--- src/rtl/lc3b_mem_arbiter.sv ---
// ============================================================================
// Module : lc3b_mem_arbiter
// Desc   : Round-robin I/D line-memory arbiter with a one-line ifetch buffer.
// Rev    : 1.0 - initial release
// ============================================================================
`default_nettype none

module lc3b_mem_arbiter (
  input  logic         clk,
  input  logic         rst_n,
  input  logic         ifetch_read,
  input  logic [11:0]  ifetch_address,
  output logic [127:0] ifetch_rdata,
  output logic         ifetch_resp,
  input  logic         mem_read,
  input  logic         mem_write,
  input  logic [11:0]  mem_address,
  input  logic [127:0] mem_wdata,
  input  logic [15:0]  mem_sel,
  output logic [127:0] mem_rdata,
  output logic         mem_resp,
  output logic         pmem_read,
  output logic         pmem_write,
  output logic [11:0]  pmem_address,
  output logic [127:0] pmem_wdata,
  output logic [15:0]  pmem_sel,
  input  logic [127:0] pmem_rdata,
  input  logic         pmem_resp
);

  typedef enum logic [2:0] {
    IDLE    = 3'd0,
    I_HIT   = 3'd1,
    I_MISS  = 3'd2,
    D_READ  = 3'd3,
    D_WRITE = 3'd4,
    RESP    = 3'd5
  } state_t;

  localparam logic c_GRANT_I = 1'b0;
  localparam logic c_GRANT_D = 1'b1;

  state_t         r_state;
  state_t         w_next_state;
  logic           r_last_grant;
  logic [11:0]    r_addr;
  logic [127:0]   r_wdata;
  logic [15:0]    r_sel;
  logic [127:0]   r_rdata;
  logic [11:0]    r_buf_tag;
  logic [127:0]   r_buf_line;
  logic           r_buf_valid;

  logic           w_i_pend;
  logic           w_d_pend;
  logic           w_grant;
  logic           w_grant_d;
  logic           w_i_hit;

  assign w_i_pend  = ifetch_read;
  assign w_d_pend  = mem_read | mem_write;
  assign w_grant   = (r_state == IDLE) && (w_i_pend || w_d_pend);
  // With both ports pending, the port served last time yields.
  assign w_grant_d = w_d_pend && (!w_i_pend || (r_last_grant == c_GRANT_I));
  assign w_i_hit   = r_buf_valid && (r_buf_tag == ifetch_address);

  always_ff @(posedge clk or negedge rst_n) begin
    if (!rst_n) begin
      r_state <= IDLE;
    end else begin
      r_state <= w_next_state;
    end
  end

  always_comb begin
    w_next_state = r_state;
    case (r_state)
      IDLE: begin
        if (w_grant) begin
          if (w_grant_d) begin
            w_next_state = mem_write ? D_WRITE : D_READ;
          end else begin
            w_next_state = w_i_hit ? I_HIT : I_MISS;
          end
        end
      end
      I_HIT:                   w_next_state = RESP;
      I_MISS, D_READ, D_WRITE: if (pmem_resp) w_next_state = RESP;
      RESP:                    w_next_state = IDLE;
      default:                 w_next_state = IDLE;
    endcase
  end

  always_ff @(posedge clk or negedge rst_n) begin
    if (!rst_n) begin
      r_last_grant <= c_GRANT_I;
      r_addr       <= '0;
      r_wdata      <= '0;
      r_sel        <= '0;
      r_rdata      <= '0;
      r_buf_tag    <= '0;
      r_buf_line   <= '0;
      r_buf_valid  <= 1'b0;
    end else begin
      case (r_state)
        IDLE: begin
          if (w_grant) begin
            r_last_grant <= w_grant_d;
            if (w_grant_d) begin
              r_addr  <= mem_address;
              r_wdata <= mem_write ? mem_wdata : '0;
              r_sel   <= mem_write ? mem_sel   : '0;
              // A store into the buffered line makes the buffer stale.
              if (mem_write && (mem_address == r_buf_tag)) begin
                r_buf_valid <= 1'b0;
              end
            end else begin
              r_addr  <= ifetch_address;
              r_wdata <= '0;
              r_sel   <= '0;
            end
          end
        end
        I_HIT: r_rdata <= r_buf_line;
        I_MISS: begin
          if (pmem_resp) begin
            r_rdata     <= pmem_rdata;
            r_buf_line  <= pmem_rdata;
            r_buf_tag   <= r_addr;
            r_buf_valid <= 1'b1;
          end
        end
        D_READ: begin
          if (pmem_resp) begin
            r_rdata <= pmem_rdata;
          end
        end
        default: ;
      endcase
    end
  end

  assign pmem_read    = (r_state == I_MISS) || (r_state == D_READ);
  assign pmem_write   = (r_state == D_WRITE);
  assign pmem_address = r_addr;
  assign pmem_wdata   = r_wdata;
  assign pmem_sel     = r_sel;

  assign ifetch_resp  = (r_state == RESP) && (r_last_grant == c_GRANT_I);
  assign mem_resp     = (r_state == RESP) && (r_last_grant == c_GRANT_D);
  assign ifetch_rdata = r_rdata;
  assign mem_rdata    = r_rdata;

endmodule

`default_nettype wire

--- config.mk ---
export PLATFORM = sky130hd
export DESIGN_NAME = lc3b_mem_arbiter
export DESIGN_NICKNAME = d
export VERILOG_FILES = /design/src/rtl/lc3b_mem_arbiter.sv
export SDC_FILE = /design/constraint.sdc
export NUM_CORES = 1
export LEC_CHECK = 0
export ABC_CLOCK_PERIOD_IN_PS = 2200
export CORE_AREA = 8 8 271 273
export DETAILED_ROUTE_END_ITERATION = 12
export DIE_AREA = 0 0 279 281
export GPL_TIMING_DRIVEN = 0
export PLACE_DENSITY = 0.61
export SYNTH_ARGS = -nofsm -noshare
export SYNTH_HDL_FRONTEND = slang
export SYNTH_SLANG_ARGS = --single-unit
--- constraint.sdc ---
create_clock -name clk -period 2.2 [get_ports clk]
set_input_delay 0.44 -clock clk [delete_from_list [all_inputs] [get_ports clk]]
set_output_delay 0.44 -clock clk [all_outputs]
set_load 0.005 [all_outputs]
Word level (Yosys, flattened, before mapping)
Index checks and enable logic that the tools add are counted.
Operators by class
  reductions and logical operators: 20
  equality and inequality tests: 13
  multiplexer cells: 18
  add/sub/neg operators: 0
  div/mod/pow operators: 0
  $mul: 0
  magnitude comparators: 0
  shifts and indexed selects: 0
  bitwise logic cells: 2
Operators by type and width (count)
  128-bit 2-to-1 mux: 3
  128-bit case mux with 2 select lines: 1
  16-bit 2-to-1 mux: 2
  12-bit == test: 2
  12-bit 2-to-1 mux: 1
  3-bit 2-to-1 mux: 4
  3-bit case mux with 3 select lines: 1
  2-bit != test (second input constant): 4
  2-bit AND reduction: 4
  3-bit by 2-bit == test with 1-bit output (second input constant): 2
  3-bit == test (second input constant): 2
  1-bit logical AND: 6
  5-bit AND reduction: 1
  1-bit 2-to-1 mux: 4
  2-bit by 1-bit != test with 1-bit output (second input constant): 2
  2-bit nonzero test: 2
  3-bit by 1-bit == test with 1-bit output (second input constant): 1
  3-bit zero test: 1
  1-bit logical OR: 3
  3-bit OR reduction: 1
  2-bit 2-to-1 mux: 1
  1-bit case mux with 2 select lines: 1
  2-bit OR reduction: 1
  1-bit zero test: 1
  other kinds (2): 2
Word-level totals
  input port bits: 302
  memories: 0
  latch bits: 0
  bits in writable memories: 0
  word-level logic and storage cells: 62
  register bits: 429
  output and inout bits: 416
  bits in read-only memories: 0

Longest topological paths before layout
  depth after elaboration: 6
  mapped depth: 8

Worst setup path after synthesis
No wires, ideal clock.
  kind: register -> register
  from: register r_state[2]
  to: register r_buf_line[100]
  path slack: 0.359 ns
  path buffers: 4
  data required time: 2.073 ns
  arrival time: 1.714 ns
  cell stages (with the launch flop): 8
  setup time: 0.127 ns
  cell sequence: dfrtp_1 > buf_2 > nand2b_1 > buf_2 > nor3b_2 > buf_4 > buf_6 > mux2_1
On the way
  word-level cells in the longest chain between the ends: 2
RTL lines
  start: declaration: line 43  | state_t r_state;
  start signal: assignment: line 71  | r_state <= w_next_state;
  3-bit by 2-bit == test with 1-bit output: line 105  | case (r_state)
  2-bit AND reduction (no line)
  end signal: assignment: line 128  | r_buf_line <= pmem_rdata;
  end: declaration: line 51  | logic [127:0] r_buf_line;
Every way passes these cells.
A chain may end at the register's enable or synchronous reset.

Final worst setup path
  from: register r_state[2]
  to: register r_wdata[64] (netlist: pmem_wdata[64])
On the way
  word-level cells in the longest chain between the ends: 3
RTL lines
  3-bit zero test *: line 62, 105
  1-bit logical AND: line 62  | assign w_grant = (r_state == IDLE) && (w_i_pend || w_d_pend);
  2-bit AND reduction (no line) *
  end signal: assignment: line 111  | r_wdata <= mem_write ? mem_wdata : '0;
  end: declaration: line 47  | logic [127:0] r_wdata;
Every way passes the cells marked *; elsewhere a longest branch is shown, timed or not.

==> impl_metrics.toml <==
[detailed_routing]
drt_iter0_markers = 692
route.vias.total = 15400
drcViolationCount = 0
dr.pass1.iters = 5
antenna_left = 0
viasPerCell = 4.41
wl_per_cell_microns = 20.1
drt_wl_total_microns = 70100

[cells_and_area]
final_common_cell = "clkdlybuf4s50_1"
ff_latch_area_sq_mm = 0.0107
layout.cells.non_filler = 3491
nNetsFinal = 2814
syn_to_final_growth_pct = 54.7
nFillCells = 6574
fin_area_sq_mm = 0.0290
drive_above_1_share_pct = 13.9
most-common-layout-cells = "clkdlybuf4s50_1, nand2_1, dfrtp_1, nand3_1, buf_4"
multi_input_area_sq_mm = 0.00651

[setup_path]
cp-startpoint = "r_state[2]"
reg2reg_depth = 7
cp-end-kind = "flip-flop"
critical_path.max_fanout = 10
worstReg2RegEnd = "pmem_wdata[64]"
regToRegSetupSlack_ns = 0.03
cp.required_ns = 2.70
reg2reg_from = "r_state[2]"
cp-start-kind = "flip-flop"
cp_data_arrival_time_ns = 2.67
worstSetupPathType = "reg -> reg"
critical_path.endpoint = "pmem_wdata[64]"

[sta]
slew-limit-headroom_pct = 39.8
finClkSkew_ns = 0.0312
finalCritPeriodShare_pct = 98.7
fin_crit_ns = 2.17
slew_viol_final = 0
fmax_mhz = 460
hold_viol_final = 0
rsz0062_at_grt = "true"
whs_ns = 0.405
final-setup-viol-count = 0
finalWorstSetupSlack_ns = 0.0278
tightest_slew_ns = 0.895

[run_status]
outcome = "finished, final reports clean"

[synthesis]
synth_warnings = 0
netlist_area_sq_mm = 0.0187
seq_area_frac_synth_pct = 57.3
synth-simple-area-share_pct = 13.4
synth-seq-cells = 429
synthMuxAreaShare_pct = 15.9
synth_top_family_by_area = "multiplexers"
syn_nets = 2032
netlist.top_cell.by_area = "dfrtp_1"
synth.area.top_cells = "dfrtp_1, nand2_1, mux2i_1"
syn_inst = 1730
synth_adder_area_share_pct = 0
synth_top_area_share_pct = 57.3
avgSynthCellArea_sq_um = 10.8
synthXorXnorAreaFrac_pct = 1.12
synth_compound_area_share_pct = 4.09
synth_cell_type_count = 33

[die]
die-width_microns = 279
core_sq_mm = 0.0693
start_util_pct = 27.0
dieArea_sq_mm = 0.0784
rows = 97
die_h_microns = 281
num_io_pins = 718

[cts]
numCtsBuffers = 48
clkTransAtPathRegs_ns = 0.06
cts_root_buf = "clkbuf_16"
clock_latency_ns = 0.58
clockBufferDepth = 3
cts_tree = "yes"
cts_max_level = 2
clock_sinks = 429

[global_route]
grt_usage_pct = 17.1
grt_first_pass_wirelength_microns = 104000
antenna_found_initial = 3
grt_pass1_vias = 16500
globalRouteOverflowTotal = 0
grt_max_degree = 121

[placement]
place_inst = 3390
post-place-ws_ns = -1.21
postPlaceCellArea_sq_mm = 0.0272
gp_congestion = 0.912
dp_hpwl_microns = 55000
portBuffers = 717

[power_and_ir_drop]
leakagePower_nw = 13.8
vdd_ir_drop_max_v = 0.000741
powerDensity_mw_per_mm2 = 1390

[hold_path]
min_path_type = "in -> reg"

[flow_run]
cap_viol_max_count = 0
[cells by family after synthesis]
family	count (synthesis)
buffers and inverters	242
flip-flops	429
XOR/XNOR	24
AO/OA/AOI/OAI	150
AND/OR/NAND/NOR	605
multiplexers	280
[stage by stage]
stage	utilization, %	setup TNS (ns)	power [mW]
final	41.8	0	40.2
after global routing	41.8	-1.37	43.0
after CTS	41.7	-0.00110	40.9
after detailed placement	39.2	-319.36	32.5
after global placement	39.1	-8190.88	32.1
after floorplan	-	0	21.4
[registers in the layout, indices dropped and copies added, names as in the netlist]
name          count
r_state           3
pmem_sel         16
r_buf_line      128
ifetch_rdata    128
r_buf_valid       1
r_buf_tag        12
r_last_grant      1
pmem_wdata      128
pmem_address     12
[worst min path at each step]
stage / start / endpoint / slack [ns] / cells past startpoint
3_5_place_dp: pmem_wdata[49] / pmem_wdata[49] / 0.46 / 2
6_report: mem_wdata[94] / pmem_wdata[94] / 0.40 / 3
2_1_floorplan: rst_n / ifetch_rdata[0] / 0.14 / 0
3_3_place_gp: pmem_wdata[62] / pmem_wdata[62] / 0.45 / 2
4_1_cts: mem_wdata[114] / pmem_wdata[114] / 0.35 / 3
5_1_grt: mem_wdata[106] / pmem_wdata[106] / 0.37 / 3
[where the power goes]
| group | leakage, nW | internal [mW] | switching (mW) |
|---|---|---|---|
| clock | 0.757 | 4.64 | 3.25 |
| sequential | 5.47 | 11.6 | 2.61 |
| combinational | 7.59 | 10.5 | 7.60 |
| total | 13.8 | 26.7 | 13.5 |
[routing by layer]
| layer | track usage (%) | vias up | routed length, microns |
|---|---|---|---|
| li1 | - | 7229 | - |
| met2 | 30.9 | 530 | 35800 |
| met1 | 19.0 | 7553 | 26800 |
| met3 | 5.73 | 96 | 5760 |
| met4 | 4.65 | 0 | 1660 |
| met5 | 0 | - | 0 |
[critical path, cell delays in order (launching register included)]
cell and delay, ns:
dfrtp_2 0.41, buf_4 0.16, nor3_1 0.35, nor2b_1 0.21, buf_2 0.30, clkbuf_1 0.40
nand3_1 0.16, nand2_1 0.09
[synth_stat cells, drive strengths merged]
cell type,instances
xnor2,20
nand3,145
and2,2
buf,195
a31oi,1
nor2,5
o32a,1
a21oi,2
o21a,1
o21ai,142
dfrtp,429
a21o,1
nor3b,2
nor2b,2
xor2,4
inv,2
nand4,4
mux2i,140
mux2,140
nand2,435
nor4,4
nor4bb,1
and3,1
clkbuf,45
nor3,2
nand2b,2
o21bai,1
o31ai,1
[cell type report]
| type | count | share of cell area (%) |
|---|---|---|
| flip-flops and latches | 429 | 37.0 |
| repair buffers | 735 | 25.5 |
| multi-input cells | 1059 | 22.5 |
| plain buffers | 237 | 5.49 |
| clock buffers | 72 | 4.84 |
| well taps | 940 | 4.06 |
| clock inverters | 13 | 0.479 |
| inverters | 2 | 0.0345 |
| diodes | 4 | 0.0345 |
[timing repair]
item	CTS	global route
buffers inserted	7	6
setup endpoints to repair	427	184
endpoints found under the hold margin	87	0
hold buffers	1	0
resized for setup	56	11
pin swaps	1	1
cloned	0	1
Note: power is estimated with default switching activity, not from simulation.
